$ cat config.mk
export PLATFORM = sky130hd
export DESIGN_NAME = scoreboard_entry_ctrl
export DESIGN_NICKNAME = d
export VERILOG_FILES = /design/src/rtl/scoreboard_pkg.sv /design/src/rtl/entry_blink_timer.sv /design/src/rtl/scoreboard_entry_ctrl.sv
export SDC_FILE = /design/constraint.sdc
export NUM_CORES = 1
export LEC_CHECK = 0
export ABC_AREA = 1
export CAP_MARGIN = 30
export CORE_MARGIN = 2
export CORE_UTILIZATION = 53
export CTS_CLUSTER_DIAMETER = 50
export DETAILED_ROUTE_END_ITERATION = 8
export PLACE_DENSITY = 0.86
export RECOVER_POWER = 100
export SETUP_SLACK_MARGIN = 0.1
export SLEW_MARGIN = 5
export SYNTH_ARGS = -nofsm -noshare
export SYNTH_HDL_FRONTEND = slang
export SYNTH_HIERARCHICAL = 1
export SYNTH_SLANG_ARGS = --single-unit
$ cat constraint.sdc
create_clock -name clk -period 2 [get_ports clk]
set_input_delay 0.4 -clock clk [delete_from_list [all_inputs] [get_ports clk]]
set_output_delay 0.4 -clock clk [all_outputs]
set_load 0.05 [all_outputs]
$ cat src/rtl/scoreboard_pkg.sv
// Shared types and constants for the high-score name-entry screen and the
// scoreboard pixel generator that renders its characters.
package scoreboard_pkg;

    typedef enum logic [1:0] {
        ST_IDLE   = 2'd0,
        ST_EDIT   = 2'd1,
        ST_COMMIT = 2'd2,
        ST_DONE   = 2'd3
    } state_e;

    localparam int CHAR_W = 5;
    localparam int NAME_W = 15;

    localparam logic [1:0] POS_CONFIRM = 2'd3;

    // Letter codes; the pixel generator adds TEXT_OFFSET to reach its glyph table.
    localparam logic [CHAR_W-1:0] LETTER_A    = 5'd0;
    localparam logic [CHAR_W-1:0] LETTER_Z    = 5'd25;
    localparam int                TEXT_OFFSET = 10;

    function automatic logic [CHAR_W-1:0] char_step(
        input logic [CHAR_W-1:0] ch,
        input logic              inc,
        input logic [CHAR_W-1:0] max_code
    );
        logic [CHAR_W-1:0] nxt;
        if (inc) begin
            nxt = (ch == max_code) ? 5'd0 : ch + 5'd1;
        end else begin
            nxt = (ch == 5'd0) ? max_code : ch - 5'd1;
        end
        return nxt;
    endfunction

endpackage

$ cat src/rtl/entry_blink_timer.sv
// Cursor blink generator: free-running half-period counter that toggles
// cursor_on while enabled, and parks with the cursor visible otherwise.
module entry_blink_timer #(
    parameter int BLINK_CYCLES = 12500000
) (
    input  logic clk,
    input  logic rst,
    input  logic i_enable,
    input  logic i_restart,
    output logic o_cursor_on
);

    localparam int CNT_W = (BLINK_CYCLES > 1) ? $clog2(BLINK_CYCLES) : 1;
    localparam logic [CNT_W-1:0] CNT_LAST = CNT_W'(BLINK_CYCLES - 1);

    logic [CNT_W-1:0] r_cnt;
    logic             r_on;

    // Half-period counter and blink phase; restart or disable shows the cursor.
    always_ff @(posedge clk or posedge rst) begin
        if (rst) begin
            r_cnt <= {CNT_W{1'b0}};
            r_on  <= 1'b1;
        end else if (i_restart || !i_enable) begin
            r_cnt <= {CNT_W{1'b0}};
            r_on  <= 1'b1;
        end else if (r_cnt == CNT_LAST) begin
            r_cnt <= {CNT_W{1'b0}};
            r_on  <= ~r_on;
        end else begin
            r_cnt <= r_cnt + CNT_W'(1);
        end
    end

    assign o_cursor_on = r_on;

endmodule

$ cat src/rtl/scoreboard_entry_ctrl.sv
// High-score name-entry sequencer: edits three letters with the buttons,
// then hands name and latched score to the score store via valid/ready.
module scoreboard_entry_ctrl
    import scoreboard_pkg::*;
#(
    parameter int CHAR_MAX     = 25,
    parameter int INIT_CHAR    = 0,
    parameter int BLINK_CYCLES = 12500000,
    parameter int SCORE_W      = 14
) (
    input  logic               clk,
    input  logic               rst,
    input  logic               start,
    input  logic [SCORE_W-1:0] score_in,
    input  logic               btn_left,
    input  logic               btn_right,
    input  logic               btn_up,
    input  logic               btn_down,
    input  logic               btn_enter,
    output logic [1:0]         input_pos,
    output logic [NAME_W-1:0]  player_name,
    output logic               cursor_on,
    output logic               busy,
    output logic               commit_valid,
    input  logic               commit_ready,
    output logic [NAME_W-1:0]  commit_name,
    output logic [SCORE_W-1:0] commit_score,
    output logic               done
);

    localparam logic [CHAR_W-1:0] CH_MAX  = CHAR_W'(CHAR_MAX);
    localparam logic [CHAR_W-1:0] CH_INIT = CHAR_W'(INIT_CHAR);

    state_e             r_state;
    logic [1:0]         r_pos;
    logic [CHAR_W-1:0]  r_ch [3];
    logic [SCORE_W-1:0] r_score;

    state_e             w_state_nxt;
    logic [1:0]         w_pos_nxt;
    logic [CHAR_W-1:0]  w_ch_nxt [3];
    logic               w_start_acc;
    logic               w_action;
    logic               w_char_edit;
    logic               w_char_inc;

    // Next-state and edit datapath; one action per cycle, enter > left > right > up > down.
    always_comb begin
        w_state_nxt = r_state;
        w_pos_nxt   = r_pos;
        w_ch_nxt    = r_ch;
        w_start_acc = 1'b0;
        w_action    = 1'b0;
        w_char_edit = 1'b0;
        w_char_inc  = 1'b0;
        case (r_state)
            ST_IDLE: begin
                if (start) begin
                    w_state_nxt = ST_EDIT;
                    w_pos_nxt   = 2'd0;
                    w_start_acc = 1'b1;
                    for (int i = 0; i < 3; i++) begin
                        w_ch_nxt[i] = CH_INIT;
                    end
                end else begin
                    w_state_nxt = ST_IDLE;
                end
            end
            ST_EDIT: begin
                if (btn_enter) begin
                    w_action = 1'b1;
                    if (r_pos == POS_CONFIRM) begin
                        w_state_nxt = ST_COMMIT;
                    end else begin
                        w_pos_nxt = r_pos + 2'd1;
                    end
                end else if (btn_left) begin
                    w_action  = 1'b1;
                    w_pos_nxt = r_pos - 2'd1;
                end else if (btn_right) begin
                    w_action  = 1'b1;
                    w_pos_nxt = r_pos + 2'd1;
                end else if (btn_up && (r_pos != POS_CONFIRM)) begin
                    w_action    = 1'b1;
                    w_char_edit = 1'b1;
                    w_char_inc  = 1'b1;
                end else if (btn_down && (r_pos != POS_CONFIRM)) begin
                    w_action    = 1'b1;
                    w_char_edit = 1'b1;
                end else begin
                    w_action = 1'b0;
                end
                for (int i = 0; i < 3; i++) begin
                    if (w_char_edit && (r_pos == 2'(i))) begin
                        w_ch_nxt[i] = char_step(r_ch[i], w_char_inc, CH_MAX);
                    end else begin
                        w_ch_nxt[i] = r_ch[i];
                    end
                end
            end
            ST_COMMIT: begin
                if (commit_ready) begin
                    w_state_nxt = ST_DONE;
                end else begin
                    w_state_nxt = ST_COMMIT;
                end
            end
            ST_DONE: begin
                w_state_nxt = ST_IDLE;
            end
            default: begin
                w_state_nxt = ST_IDLE;
            end
        endcase
    end

    // State, cursor, name characters and the score latched at start.
    always_ff @(posedge clk or posedge rst) begin
        if (rst) begin
            r_state <= ST_IDLE;
            r_pos   <= 2'd0;
            r_score <= {SCORE_W{1'b0}};
            for (int i = 0; i < 3; i++) begin
                r_ch[i] <= CH_INIT;
            end
        end else begin
            r_state <= w_state_nxt;
            r_pos   <= w_pos_nxt;
            r_ch    <= w_ch_nxt;
            if (w_start_acc) begin
                r_score <= score_in;
            end else begin
                r_score <= r_score;
            end
        end
    end

    entry_blink_timer #(
        .BLINK_CYCLES(BLINK_CYCLES)
    ) u_blink (
        .clk        (clk),
        .rst        (rst),
        .i_enable   (r_state == ST_EDIT),
        .i_restart  (w_action | w_start_acc),
        .o_cursor_on(cursor_on)
    );

    // Name and score hold still through COMMIT because edits are ignored there.
    assign input_pos    = r_pos;
    assign player_name  = {r_ch[0], r_ch[1], r_ch[2]};
    assign busy         = (r_state == ST_EDIT) || (r_state == ST_COMMIT);
    assign commit_valid = (r_state == ST_COMMIT);
    assign done         = (r_state == ST_DONE);
    assign commit_name  = player_name;
    assign commit_score = r_score;

endmodule

== Word level (Yosys, flattened, before mapping) ==
Cells that the tools add are included.
Word-level totals
  bits in registers: 58
  bits in latches: 0
  RAM bits: 0
  memory bits (read-only): 0
  bits of input ports: 23
  logic and storage cells: 104
  memories kept: 0
Operators by class
  add/subtract/negate cells: 9
  multipliers: 0
  div/mod/pow operators: 0
  order comparisons: 0
  equal/unequal tests: 19
  shifts and indexed selects: 0
  multiplexer cells: 46
  bitwise logic cells: 2
  reduce and logical (&&, ||, !) cells: 20
Operator list (number)
  $mux 5: 12
  $mux 24: 2
  $pmux 15 s2: 1
  $add 24x1->24 const B: 1
  $eq 24x24->1 const B: 1
  $mux 1: 21
  $add 5x1->5 const B: 3
  $eq 5x5->1 const B: 3
  $logic_not 5->1: 3
  $mux 15: 1
  $sub 5x1->5 const B: 3
  $mux 2: 7
  $ne 2x2->1 const B: 7
  $reduce_and 3->1: 3
  $eq 2x2->1 const B: 4
  $pmux 2 s4: 1
  $logic_and 1x1->1: 5
  $eq 2x1->1 const B: 2
  $logic_not 2->1: 2
  $ne 4x4->1 const B: 1
  $pmux 2 s2: 1
  $reduce_and 4->1: 1
  $reduce_bool 2->1: 2
  $ne 3x3->1 const B: 1
  7 further kinds: 8

== Depth between registers and ports, before layout ==
  depth in word-level cells: 11
  gate-level depth with buffers: 11
  depth with buffers taken out: 11

== By module ==
Netlist, hierarchy kept.
By module, submodules not included
  scoreboard_entry_ctrl: instances 1, cells an instance 305, area each 2367.3 um2, sequential area each 825.8 um2
  entry_blink_timer: instances 1, cells an instance 209, area each 1453.9 um2, sequential area each 626.9 um2

== Worst setup path before layout ==
Ideal clock, no wire load.
  kind: register to register
  start point: reg r_pos[1] (netlist: input_pos[1])
  end point: reg u_blink.r_cnt[4]
  library setup time: 0.064 ns
  data arrival time: 2.024 ns
  data required time: 1.936 ns
  slack: -0.089 ns
  stages on the path, launching flop included: 11
  buffers on the path: 0
  clock period less this slack: 2.089 ns
  path through: dfrtp_1 -> ha_1 -> inv_2 -> nand2_1 -> nand2_1 -> o21ai_0 -> nand2_1 -> nor2_1 -> inv_1 -> a21oi_1 -> o21a_1
Between the ends
  word-level cells in the longest chain between the ends: 11
Ends and longest elaborated chain
  start, declared: line scoreboard_entry_ctrl.sv:35  | logic [1:0] r_pos;
  start signal, assigned: line scoreboard_entry_ctrl.sv:128  | r_pos <= w_pos_nxt;
  $ne 2x2->1 (*): line scoreboard_entry_ctrl.sv:83, scoreboard_entry_ctrl.sv:87
  $logic_and 1x1->1: line scoreboard_entry_ctrl.sv:87  | end else if (btn_down && (r_pos != POS_CONFIRM)) begin
  $mux 1: line scoreboard_entry_ctrl.sv:87
  $mux 1 (*): line scoreboard_entry_ctrl.sv:83  | end else if (btn_up && (r_pos != POS_CONFIRM)) begin
  $mux 1 (*): line scoreboard_entry_ctrl.sv:80  | end else if (btn_right) begin
  $mux 1 (*): line scoreboard_entry_ctrl.sv:77  | end else if (btn_left) begin
  $mux 1 (*): line scoreboard_entry_ctrl.sv:70  | if (btn_enter) begin
  $mux 1 (*): line scoreboard_entry_ctrl.sv:56  | case (r_state)
  $or 1x1->1 (*): line scoreboard_entry_ctrl.sv:144  | .i_restart (w_action | w_start_acc),
  $logic_or 1x1->1 (*): line entry_blink_timer.sv:24  | end else if (i_restart || !i_enable) begin
  $mux 24 (*): line entry_blink_timer.sv:24
  end signal, assigned: line entry_blink_timer.sv:22  | r_cnt <= {CNT_W{1'b0}};
  end signal, assigned: line entry_blink_timer.sv:25  | r_cnt <= {CNT_W{1'b0}};
  end signal, assigned: line entry_blink_timer.sv:28  | r_cnt <= {CNT_W{1'b0}};
  end, declared: line entry_blink_timer.sv:16  | logic [CNT_W-1:0] r_cnt;
Every way passes the cells marked *; elsewhere a longest branch is shown, timed or not.
A chain may end at the register's enable or synchronous reset.

== Worst setup path after layout ==
  start point: reg r_pos[1] (netlist: input_pos[1])
  end point: reg u_blink.r_cnt[11]
Same word-level chain as after synthesis.

==> reports/summary.txt <==
status -> finished clean
met2 Usage GRT -> 0.393
clock share of power -> 0.209
area of the multi-input gates -> 2020 um2
fmax -> 558 MHz
cell count of the worst reg-to-reg path -> 11
Gate power share -> 0.458
Slew Limit Headroom -> 0.450
GRT overflow -> 0
final-report max-slew violation count -> 0
CP required -> 2.27 ns
first-pass GRT wire length -> 14200 um
fill count -> 623
GR Util met3 -> 0.0619
Flop pwr share -> 0.333
H-Tree Depth -> 3
RSZ-0062 raised after global routing -> no
worst path cell trace -> ha_1 -> inv_1 -> nand2_1 -> nand2_1 -> o21ai_0 -> nand2_1 -> nor2_1 -> nand2_4 -> inv_4 -> nand2_1 -> nor2_1
final non-filler cell total -> 690
synth top area cells -> dfrtp_1 (37%), nand2_1 (16%), nor2_1 (6.5%), ha_1 (5.9%), nand3_1 (5.2%)
CTS Hold Bufs -> 0
n_diodes -> 0
CTS buffer count -> 9
number of flops mapped to enable cells by yosys -> 0
Die Span Y -> 88.9 um
Seq/Total Area, Yosys -> 0.380
# IOs -> 73
Max Clock Skew -> 0.0104 ns
Total Power -> 4.65 mW
Yosys reg bits -> 58
Worst Path Arrival -> 2.06 ns
Detail Route Antenna Nets -> 0
Hold WC Path Type -> flop to flop
final wirelength -> 8670 um
CTS tree -> done
area leader, netlist -> dfrtp_1
top cell type's share of synthesized area -> 0.373
HPWL Detailed -> 6650 um
final hold violation count -> 0
initial antenna violation count -> 0
Initial Util -> 0.556
worst skew pair latency -> 0.34 ns
ys flop type -> dfrtp_1
Die W -> 88.9 um
Syn Nets -> 555
RD Place Congestion -> 0.910
Internal -> 2.47 mW
worst reg2reg setup slack -> 0.21 ns
IO Port Bufs -> 72
hold depth -> 1
synthesized area per cell -> 7.43 um2
area added between synthesis and finish -> 18.3%
clk slew on worst S/H paths -> 0.07 ns
drt first-iter violations -> 148
Sw Ratio -> 0.469
Core ar. -> 6870 um2
Placed Cells -> 674
Worst Hold Slack -> 0.462 ns
Synth warnings -> 6
largest net degree at the start of global routing -> 34
largest fanout on the critical path -> 10
critical path's top delay family -> simple AND/OR/NAND/NOR gates
global routing's busiest layer -> met2
sw power -> 2.18 mW
final core utilization -> 0.658
DR pass1 iterations -> 5
WL per Instance -> 12.6 um
layout cells sized above 1 -> 0.130
GR Util All Layers -> 0.232
leakage power -> 2.13 nW
peak supply drop -> 1.07 mV
unique cell type count in the Yosys netlist -> 32
Bufs on Longest Clock Path -> 2
Storage cell area -> 1460 um2
fin crit period -> 1.79 ns
final setup TNS -> 0 ns
Final setup viols -> 0
CP most frequent cell -> nand2_1
Mapped Area -> 3820 um2
Critical Path Stages -> 11
pwr dens -> 1030 nW/um2
final worst-path cycle share -> 0.896
clock root cell -> clkbuf_8
Critical Path Slowest Stage Cell -> dfrtp_2
fin nets -> 630
most common cell in the synthesized netlist -> nand2_1
clk sinks -> 58
GRT met1 Usage -> 0.289
DRC -> 0
crit start category -> flop
row cnt -> 30
Buf/Inv on CP -> 2
Syn Inst Count -> 514
CP endpoint kind -> flop
Crit path largest cell delay -> 0.41 ns
number of global-route vias before repair -> 3220
commonest cells in the synthesized netlist -> nand2_1 (159), nor2_1 (66), dfrtp_1 (57), inv_1 (48), nand3_1 (40)
Die Footprint -> 7900 um2
vias per cell -> 5.11
Worst Max-Slew Pin Slew -> 0.825 ns
crit path kind -> flop to flop
vias -> 3524
maxcap violations -> 0
ys async rst share -> 1.00
[cells by family after synthesis]
family,count (synthesis),share of synthesized area
XOR/XNOR,12,0.0275
multiplexers,14,0.0413
adder cells (fa/ha/maj),18,0.0589
AND/OR/NAND/NOR,302,0.353
AO/OA/AOI/OAI,36,0.0491
buffers and inverters,74,0.0900
flip-flops,58,0.380
[layout by cell type (no fill, tap or decap), types with 4 or more instances in the layout]
cell / n
o21ai_1: 4
clkbuf_1: 34
dlygate4sd2_1: 8
dfrtp_1: 55
nor3_1: 5
xor2_1: 7
clkdlybuf4s50_1: 21
a21oi_1: 9
xnor2_1: 5
o21ai_0: 20
inv_1: 49
nand4_1: 9
nand2_1: 160
mux2_2: 14
clkbuf_8: 10
clkbuf_2: 13
nand3_1: 40
buf_4: 8
nor2_1: 66
nor2_4: 6
ha_1: 18
[flip-flops by register name, summed over array words and instances, names as in the netlist]
| name | count |
|---|---|
| u_blink/o_cursor_on | 1 |
| commit_score | 14 |
| input_pos | 2 |
| u_blink/r_cnt | 24 |
| commit_name | 15 |
| r_state | 2 |
[repair_timing]
action	in CTS	in global routing
endpoints found under the setup margin	8	6
gates resized for setup	8	6
buffers inserted	0	0
[power by group through the flow]
stage | registers [mW] | logic [mW] | clock network (mW)
4_1_cts | 1.55 | 2.38 | 0.995
3_3_place_gp | 1.56 | 2.38 | 0
5_1_grt | 1.58 | 2.29 | 1.07
6_report | 1.55 | 2.13 | 0.972
3_5_place_dp | 1.57 | 2.43 | 0
2_1_floorplan | 2.18 | 1.03 | 0
[final timing paths]
path | start | to
setup / recovery | input_pos[1] | u_blink/r_cnt[11]
hold / removal | u_blink/r_cnt[0] | u_blink/r_cnt[0]
setup reg to reg | input_pos[1] | u_blink/r_cnt[11]
hold reg to reg | u_blink/r_cnt[0] | u_blink/r_cnt[0]
max in group asynchronous | rst | input_pos[0]
min in group asynchronous | rst | u_blink/r_cnt[23]
[cell type report]
| cell class | instances | share of cell area |
|---|---|---|
| Timing Repair Buffer | 85 | 0.120 |
| Tap cell | 96 | 0.0266 |
| Clock buffer | 10 | 0.0304 |
| Clock inverter | 6 | 0.00913 |
| Inverter | 53 | 0.0446 |
| Sequential cell | 58 | 0.322 |
| Multi-Input combinational cell | 382 | 0.447 |
[per-layer routing]
layer  share of wire  wire, um
met1            0.44      3770
met2            0.50      4320
met3           0.053       456
met4           0.013       117
met5               0         0
[per-stage QoR]
step	cell area, um2	setup slack [ns]
after floorplan	3830	0.155
after detailed placement	4540	-0.0284
after global routing	4520	0.0638
after global placement	4540	0.0394
final	4520	0.209
after CTS	4710	0.101
No activity file was read; power rests on OpenSTA's default activity.
